`src/rtl/load_arbiter_if.sv`:
```
// rtl/load_arbiter_if.sv - request/grant bundle between the load requesters and the arbiter.
interface load_arbiter_if;
   logic       H;
   logic       DC;
   logic       C;
   logic       GH;
   logic       GDC;
   logic       GC;
   logic [1:0] OWNER;
   logic       BUSY;
   logic       SWITCH;

   modport master (
      output H, DC, C,
      input  GH, GDC, GC, OWNER, BUSY, SWITCH
   );

   modport slave (
      input  H, DC, C,
      output GH, GDC, GC, OWNER, BUSY, SWITCH
   );
endinterface

```
`src/rtl/load_arbiter.sv`:
```
// rtl/load_arbiter.sv - round-robin time-sharing of one actuator channel among H, DC and C
// with minimum on-time, pre-emption slice and dead-time gap.
module load_arbiter #(
   parameter int MIN_ON = 4,
   parameter int MAX_ON = 16,
   parameter int GAP    = 2,
   parameter int CW     = 5
) (
   input  logic          CLK,
   input  logic          reset_n,
   load_arbiter_if.slave bus
);

   typedef enum logic [1:0] {
      S_IDLE  = 2'b00,
      S_GRANT = 2'b01,
      S_GAP   = 2'b10
   } state_t;

   localparam logic [1:0] OWN_NONE = 2'b00;
   localparam logic [1:0] OWN_H    = 2'b01;
   localparam logic [1:0] OWN_DC   = 2'b10;
   localparam logic [1:0] OWN_C    = 2'b11;

   state_t        state_q, state_d;
   logic [1:0]    owner_q, owner_d;
   logic [1:0]    last_q, last_d;
   logic [CW-1:0] cnt_q, cnt_d;
   logic [CW-1:0] gcnt_q, gcnt_d;
   logic [2:0]    grant_q, grant_d;
   logic          busy_q, busy_d;
   logic          switch_q, switch_d;

   logic [2:0]    req;
   logic [1:0]    win;
   logic          own_req;
   logic          others;
   logic          release_now;
   logic          preempt_now;

   // Search starts at the load just after the previous owner.
   function automatic logic [1:0] pick(input logic [1:0] last, input logic [2:0] r);
      logic [1:0] res;
      res = OWN_NONE;
      case (last)
         OWN_H: begin
            if (r[1])      res = OWN_DC;
            else if (r[2]) res = OWN_C;
            else if (r[0]) res = OWN_H;
         end
         OWN_DC: begin
            if (r[2])      res = OWN_C;
            else if (r[0]) res = OWN_H;
            else if (r[1]) res = OWN_DC;
         end
         default: begin
            if (r[0])      res = OWN_H;
            else if (r[1]) res = OWN_DC;
            else if (r[2]) res = OWN_C;
         end
      endcase
      return res;
   endfunction

   function automatic logic [2:0] onehot(input logic [1:0] own);
      logic [2:0] res;
      case (own)
         OWN_H:   res = 3'b001;
         OWN_DC:  res = 3'b010;
         OWN_C:   res = 3'b100;
         default: res = 3'b000;
      endcase
      return res;
   endfunction

   assign req         = {bus.C, bus.DC, bus.H};
   assign win         = pick(last_q, req);
   assign own_req     = |(req & onehot(owner_q));
   assign others      = |(req & ~onehot(owner_q));
   assign release_now = !own_req && (cnt_q >= CW'(MIN_ON));
   assign preempt_now = others && (cnt_q >= CW'(MAX_ON));

   always_comb begin
      state_d  = state_q;
      owner_d  = owner_q;
      last_d   = last_q;
      cnt_d    = cnt_q;
      gcnt_d   = gcnt_q;
      grant_d  = grant_q;
      busy_d   = busy_q;
      switch_d = 1'b0;
      case (state_q)
         S_IDLE: begin
            owner_d = OWN_NONE;
            grant_d = 3'b000;
            busy_d  = 1'b0;
            if (win != OWN_NONE) begin
               state_d  = S_GRANT;
               owner_d  = win;
               grant_d  = onehot(win);
               cnt_d    = CW'(1);
               busy_d   = 1'b1;
               switch_d = 1'b1;
            end
         end
         S_GRANT: begin
            busy_d = 1'b1;
            if (release_now || preempt_now) begin
               state_d = S_GAP;
               last_d  = owner_q;
               owner_d = OWN_NONE;
               grant_d = 3'b000;
               gcnt_d  = CW'(1);
            end else if (cnt_q < CW'(MAX_ON)) begin
               cnt_d = cnt_q + CW'(1);
            end
         end
         S_GAP: begin
            busy_d  = 1'b1;
            owner_d = OWN_NONE;
            grant_d = 3'b000;
            if (gcnt_q >= CW'(GAP)) begin
               if (win != OWN_NONE) begin
                  state_d  = S_GRANT;
                  owner_d  = win;
                  grant_d  = onehot(win);
                  cnt_d    = CW'(1);
                  switch_d = 1'b1;
               end else begin
                  state_d = S_IDLE;
                  busy_d  = 1'b0;
               end
            end else begin
               gcnt_d = gcnt_q + CW'(1);
            end
         end
         default: begin
            state_d = S_IDLE;
            owner_d = OWN_NONE;
            grant_d = 3'b000;
            busy_d  = 1'b0;
            cnt_d   = '0;
            gcnt_d  = '0;
         end
      endcase
   end

   always_ff @(posedge CLK or negedge reset_n) begin
      if (!reset_n) begin
         state_q  <= S_IDLE;
         owner_q  <= OWN_NONE;
         last_q   <= OWN_C;
         cnt_q    <= '0;
         gcnt_q   <= '0;
         grant_q  <= 3'b000;
         busy_q   <= 1'b0;
         switch_q <= 1'b0;
      end else begin
         state_q  <= state_d;
         owner_q  <= owner_d;
         last_q   <= last_d;
         cnt_q    <= cnt_d;
         gcnt_q   <= gcnt_d;
         grant_q  <= grant_d;
         busy_q   <= busy_d;
         switch_q <= switch_d;
      end
   end

   assign bus.GH     = grant_q[0];
   assign bus.GDC    = grant_q[1];
   assign bus.GC     = grant_q[2];
   assign bus.OWNER  = owner_q;
   assign bus.BUSY   = busy_q;
   assign bus.SWITCH = switch_q;

endmodule

```
`src/flat_wrapper.sv`:
```
// flat-port wrapper written by rule: the top's interface ports become plain ports
module load_arbiter_flat 
#(
   parameter int MIN_ON = 4,
   parameter int MAX_ON = 16,
   parameter int GAP    = 2,
   parameter int CW     = 5
)
  (CLK, reset_n, bus_H, bus_DC, bus_C, bus_GH, bus_GDC, bus_GC, bus_OWNER, bus_BUSY, bus_SWITCH);
  load_arbiter_if bus_i ();
  input  logic CLK;
  input  logic reset_n;
  input wire logic [$bits(bus_i.H)-1:0] bus_H;
  input wire logic [$bits(bus_i.DC)-1:0] bus_DC;
  input wire logic [$bits(bus_i.C)-1:0] bus_C;
  output wire logic [$bits(bus_i.GH)-1:0] bus_GH;
  output wire logic [$bits(bus_i.GDC)-1:0] bus_GDC;
  output wire logic [$bits(bus_i.GC)-1:0] bus_GC;
  output wire logic [$bits(bus_i.OWNER)-1:0] bus_OWNER;
  output wire logic [$bits(bus_i.BUSY)-1:0] bus_BUSY;
  output wire logic [$bits(bus_i.SWITCH)-1:0] bus_SWITCH;
  assign bus_i.H = bus_H;
  assign bus_i.DC = bus_DC;
  assign bus_i.C = bus_C;
  assign bus_GH = bus_i.GH;
  assign bus_GDC = bus_i.GDC;
  assign bus_GC = bus_i.GC;
  assign bus_OWNER = bus_i.OWNER;
  assign bus_BUSY = bus_i.BUSY;
  assign bus_SWITCH = bus_i.SWITCH;
  load_arbiter #(.MIN_ON(MIN_ON), .MAX_ON(MAX_ON), .GAP(GAP), .CW(CW)) u_core (.CLK(CLK), .reset_n(reset_n), .bus(bus_i));
endmodule
```
`config.mk`:
```
export PLATFORM = sky130hd
export DESIGN_NAME = load_arbiter_flat
export DESIGN_NICKNAME = d
export VERILOG_FILES = /design/src/rtl/load_arbiter_if.sv /design/src/rtl/load_arbiter.sv /design/src/flat_wrapper.sv
export SDC_FILE = /design/constraint.sdc
export NUM_CORES = 1
export LEC_CHECK = 0
export ABC_CLOCK_PERIOD_IN_PS = 4200
export CAP_MARGIN = 20
export CORE_MARGIN = 1
export CORE_UTILIZATION = 66
export CTS_CLUSTER_SIZE = 14
export DETAILED_ROUTE_END_ITERATION = 6
export DONT_BUFFER_PORTS = 1
export GPL_TIMING_DRIVEN = 1
export HOLD_SLACK_MARGIN = 0.05
export PLACE_DENSITY = 0.82
export SLEW_MARGIN = 10
export SYNTH_ARGS = -nofsm -noshare
export SYNTH_HDL_FRONTEND = slang
export SYNTH_SLANG_ARGS = --single-unit
```
`constraint.sdc`:
```
create_clock -name CLK -period 4.2 [get_ports CLK]
set_clock_uncertainty 0.15 [all_clocks]
set_input_delay 1.05 -clock CLK [delete_from_list [all_inputs] [get_ports CLK]]
set_output_delay 1.05 -clock CLK [all_outputs]
set_load 0.005 [all_outputs]
```
# Yosys cells after proc, flatten, opt, wreduce, memory -nomap -nowiden
# Cells that the tools add are included.
word_totals:
  regBits: 21
  in_bits: 5
  output_inout_bits: 7
  word_cells: 84
op_classes:
  n_addsub: 2
  magnitude_cmp: 4
  n_eq_ne: 16
  muxes: 38
  n_bitwise: 4
  n_reduce_logical: 12
op_table:
  columns: ["op", "count"]
  rows:
  - ["$mux 5", 6]
  - ["$pmux 5 s3", 2]
  - ["$mux 2", 14]
  - ["$pmux 3 s3", 3]
  - ["$eq 2x2->1 const B", 6]
  - ["$pmux 2 s3", 2]
  - ["$add 5x1->5 const B", 2]
  - ["$mux 3", 3]
  - ["$reduce_and 3->1", 3]
  - ["$eq 2x1->1 const B", 4]
  - ["$ne 2x1->1 const B", 4]
  - ["$and 3x3->3", 2]
  - ["$reduce_or 3->1", 2]
  - ["$ge 5x2->1 const B", 1]
  - ["$ge 5x3->1 const B", 1]
  - ["$ge 5x5->1 const B", 1]
  - ["$lt 5x5->1 const B", 1]
  - ["$mux 1", 5]
  - ["$ne 2x2->1 const B", 2]
  - ["$pmux 2 s2", 1]
  - ["$not 3->3", 1]
  - ["$pmux 1 s3", 1]
  - ["$logic_and 1x1->1", 2]
  - ["$logic_not 2->1", 1]
  - ["6 further kinds", 6]

# Depth between registers and ports, before layout
depth:
  depth_word: 9
  ltp_mapped: 7
  mapped_depth_nobuf: 7

# Worst setup path before layout
# No wires, ideal clock.
synth_timing:
  path_type: "input -> register"
  startpoint: "in bus_DC"
  endpoint: "reg u_core.cnt_q[4]"
  setup_ps: 125
  arrival_time_ps: 2553
  t_required_ps: 3925
  path_slack_ps: 1372
  path_stages: 6
  n_path_buf: 1
  path_cell_list: "or4b_4 > and3_1 > a22o_1 > buf_6 > nor2_4 > mux2_2"
synth_between:
  elab_chain_len: 8
  elab_cells_between_ends: 21
  cone_classes: "1 x eq/ne; 10 x mux; 2 x bitwise; 8 x reduce/logical"
synth_lines:
  columns: ["item", "line", "source"]
  rows:
  - ["from (decl)", "flat_wrapper.sv:14", "input wire logic [$bits(bus_i.DC)-1:0] bus_DC;"]
  - ["$mux 2", "load_arbiter.sv:54", "else if (r[1]) res = OWN_DC;"]
  - ["$mux 2", "load_arbiter.sv:53", "else if (r[0]) res = OWN_H;"]
  - ["$mux 2", "load_arbiter.sv:52", "if (r[2]) res = OWN_C;"]
  - ["$pmux 2 s2", "load_arbiter.sv:45", "case (last)"]
  - ["$reduce_bool 2->1", "load_arbiter.sv:97, load_arbiter.sv:123", null]
  - ["$mux 5 (2 in series)", null, null]
  - ["$pmux 5 s3", null, null]
  - ["to (signal assigned)", "load_arbiter.sv:162", "cnt_q <= cnt_d;"]
  - ["to (decl)", "load_arbiter.sv:28", "logic [CW-1:0] cnt_q, cnt_d;"]
# Parallel ways exist; a longest one is shown, timed or not. The select of a mux whose other input is x is not followed.
# A chain may end at the register's enable or synchronous reset.

# Final worst setup path
layout_timing:
  startpoint: "in bus_DC"
  endpoint: "reg u_core.gcnt_q[2]"
layout_between:
  elab_chain_len: 7
  elab_cells_between_ends: 10
  cone_classes: "1 x eq/ne; 2 x bitwise; 7 x reduce/logical"
layout_lines:
  columns: ["item", "line", "source"]
  rows:
  - ["$and 3x3->3", "load_arbiter.sv:78", "assign own_req = |(req & onehot(owner_q));"]
  - ["$reduce_or 3->1", "load_arbiter.sv:78", null]
  - ["$logic_not 1->1", "load_arbiter.sv:80", "assign release_now = !own_req && (cnt_q >= CW'(MIN_ON));"]
  - ["$logic_and 1x1->1", "load_arbiter.sv:80", null]
  - ["$logic_or 1x1->1 *", "load_arbiter.sv:108", "if (release_now || preempt_now) begin"]
  - ["$ne 2x1->1 (no line) *", null, null]
  - ["$reduce_and 3->1 (no line) *", null, null]
  - ["to (signal assigned)", "load_arbiter.sv:163", "gcnt_q <= gcnt_d;"]
  - ["to (decl)", "load_arbiter.sv:29", "logic [CW-1:0] gcnt_q, gcnt_d;"]
# Mark *: on every way between the ends. The rest lies on a longest branch, timed or not.

==> flow_metrics.tcl <==
set metrics [dict create \
    status "complete, no violations" \
    port-buffer-count 0 \
    path_depth 4 \
    endpoint "u_core.gcnt_q[2]" \
    synth_xor_area_share_pct 0 \
    start_util_pct 72.4 \
    netlist_top_cells_count "dfrtp_1 (19), ha_1 (10), inv_1 (10), nor2_1 (10)" \
    diodes 0 \
    syn_to_final_growth_pct 3.53 \
    final_hold_viol_count 0 \
    yosysWarnings 0 \
    cp-end-kind "flop" \
    syn_area_mm2 0.00128 \
    fin_crit_ns 2.79 \
    reg2reg_slack_ns 1.64 \
    synth_cell_types 41 \
    cts.sinks 21 \
    wl_per_cell_um 16.0 \
    pre_cts_ws_ns 1.08 \
    cts_resized 0 \
    synth-main-ff-cell "dfrtp_1" \
    synth_most_common_cell "dfrtp_1" \
    dpl.hpwl_mm 1.89 \
    placed_cells 155 \
    tritoncts "yes" \
    cts.clk_slew.worst_paths_ns 0.13 \
    crit_fanout 16 \
    die-area_mm2 0.00212 \
    clockBufferDepth 2 \
    synth_top_family_by_area "compound AO/OA/AOI/OAI gates" \
    netlist.area_leader.share_pct 37.2 \
    required_ns 4.24 \
    seq_area_frac_synth_pct 41.3 \
    fin_cells 159 \
    clk_latency_ns 0.31 \
    coreArea_mm2 0.00176 \
    slew_headroom_pct 39.2 \
    vias 1007 \
    leakagePower_nw 0.623 \
    yosysTopAreaCell "dfrtp_1" \
    slowest_delay_ns 0.82 \
    synth_area_per_cell_um2 9.68 \
    drt-pass1-iter-count 4 \
    drt-vias-per-instance 6.33 \
    reg2regPathDepth 7 \
    fin_tns_setup_ns 0 \
    fmax_mhz 359 \
    antenna_found_initial 0 \
    synthAdderAreaFrac_pct 9.79 \
    worst_slew_pin_slew_ns 0.912 \
    synth_compound_area_share_pct 21.0 \
    drv_cap 0 \
    rsz0062_at_grt "no" \
    n_fill_cell 138 \
    power_density_mw_per_mm2 728 \
    critical_path_buf_inv_count 0 \
    syn_nets 147 \
    clockRootBuffer "clkbuf_4" \
    crit_start "bus_DC" \
    die_x_um 46.0 \
    r2r_end "u_core.cnt_q[4]" \
    critPathLaunchType "primary input" \
    finalSetupViolCount 0 \
    synth_edf_count 0 \
    hp-class "in2async" \
    synth_mux_area_share_pct 3.43 \
    final.setup.worst_slack_ns 1.41 \
    peakVddDrop_v 0.000515 \
    ys_ff_latch 21 \
    cp_top_family "compound AO/OA/AOI/OAI gates" \
    critPathSlowestCell "a311oi_2" \
    timing.final.max_slew_violations 0 \
    cp_data_arrival_time_ns 2.83 \
    initialDrtViolationCount 25 \
    synth_simple_gate_area_share_pct 20.3 \
    path_cells "or4b_4, a311oi_2, nand2b_1, o21ai_0" \
    fp-row-count 15 \
    nNetsFinal 150 \
    crit_type "in2reg" \
    crit-reg2reg-launch "u_core.last_q[0]" \
    finalWirelength_mm 2.55 \
    fin_crit_sh_pct 66.4 \
    holdBufCountCts 0 \
    overflow 0 \
    grt_use_total_pct 27.8 \
    async_flop_share_pct 100 \
    cts_max_level 1 \
    fp.dieH_um 46.0 \
    grt_first_pass_wirelength_mm 4.22 \
    postCtsSetupBuffers 0 \
    drive_above_1_share_pct 9.70 \
    syn_inst 132 \
    ant_nets 0 \
    drcViolationCount 0 \
    numCtsBuffers 3 \
    grt_pass1_vias 950 \
    yosys-top-cells-area "dfrtp_1 (37%), ha_1 (9.8%), dfstp_2 (4.1%), o21ai_0 (3.5%), inv_1 (2.9%)" \
    grt_max_degree 22 \
    ios 12 \
    gp_congestion 0.800 \
]
-- layer usage --
| metal | up-vias | share of wire, % | GRT usage (%) |
|---|---|---|---|
| met5 | - | 0 | 0 |
| met4 | 0 | 1.3 | 8.82 |
| met3 | 6 | 4.3 | 3.97 |
| met2 | 34 | 51 | 46.8 |
| met1 | 484 | 44 | 36.7 |
| li1 | 483 | - | - |
-- cells in the final DEF, fill, tap and decap left out, types with 2 or more instances in the layout --
cell      count
a22o_1        3
mux2_2        2
and3_1        2
nand2_1       9
nor2_1       10
o31ai_1       4
dfstp_2       2
clkbuf_4      3
nand3_1       3
nor3_1        7
o21ai_0       9
a21oi_1       4
a21o_1        3
nand4b_1      2
nor2b_1       4
dfrtp_1      19
nand2b_1      6
ha_1         10
inv_1        10
-- cell families (layout without fill, tap and decap cells) --
family          after synthesis  count (layout)
compound gates               37              37
fa+ha+maj                    10              10
flops                        21              21
mux                           4               4
simple gates                 48              48
buf+inv                      12              14
-- worst min-delay path by stage --
stage | startpoint | cells after the start | endpoint | slack, ns
global route | reset_n | 0 | u_core.cnt_q[2] | 0.24
global placement | u_core.gcnt_q[3] | 1 | u_core.gcnt_q[3] | 0.32
floorplan | u_core.gcnt_q[4] | 1 | u_core.gcnt_q[4] | 0.31
detailed placement | u_core.gcnt_q[3] | 1 | u_core.gcnt_q[3] | 0.33
CTS | reset_n | 0 | u_core.cnt_q[2] | 0.25
finish | reset_n | 0 | u_core.cnt_q[2] | 0.26
-- sequential cells by signal, indices dropped and copies added, names as in the netlist --
name               cells
u_core.cnt_q           5
u_core.grant_q         3
u_core.bus.BUSY        1
u_core.bus.OWNER       2
u_core.last_q          2
u_core.state_q         2
u_core.bus.SWITCH      1
u_core.gcnt_q          5
-- layout make-up --
cell class	count	area (µm²)	share of cell area (%)
multi-input cells	99	696	52.6
flip-flops and latches	21	528	39.9
inverters	10	37.5	2.84
clock buffers	3	22.5	1.70
clock inverters	1	7.51	0.568
well taps	25	31.3	2.37
-- where the power goes --
part           switching [mW]  leakage, nW  internal, mW
Combinational           0.316        0.338         0.202
Clock                  0.0657       0.0139        0.0363
Sequential             0.0666        0.271         0.277
Total                   0.448        0.623         0.515
-- stage by stage --
stage               hold WS, ns  util [%]  area (µm²)  total power [mW]
floorplan                 0.309         -        1280             0.749
CTS                       0.252      75.0        1320             0.963
finish                    0.261      75.0        1320             0.963
global route              0.237      75.0        1320              1.04
detailed placement        0.330      73.3        1290             0.859
global placement          0.323      73.3        1290             0.828
Note: power is estimated with default switching activity, not from simulation.
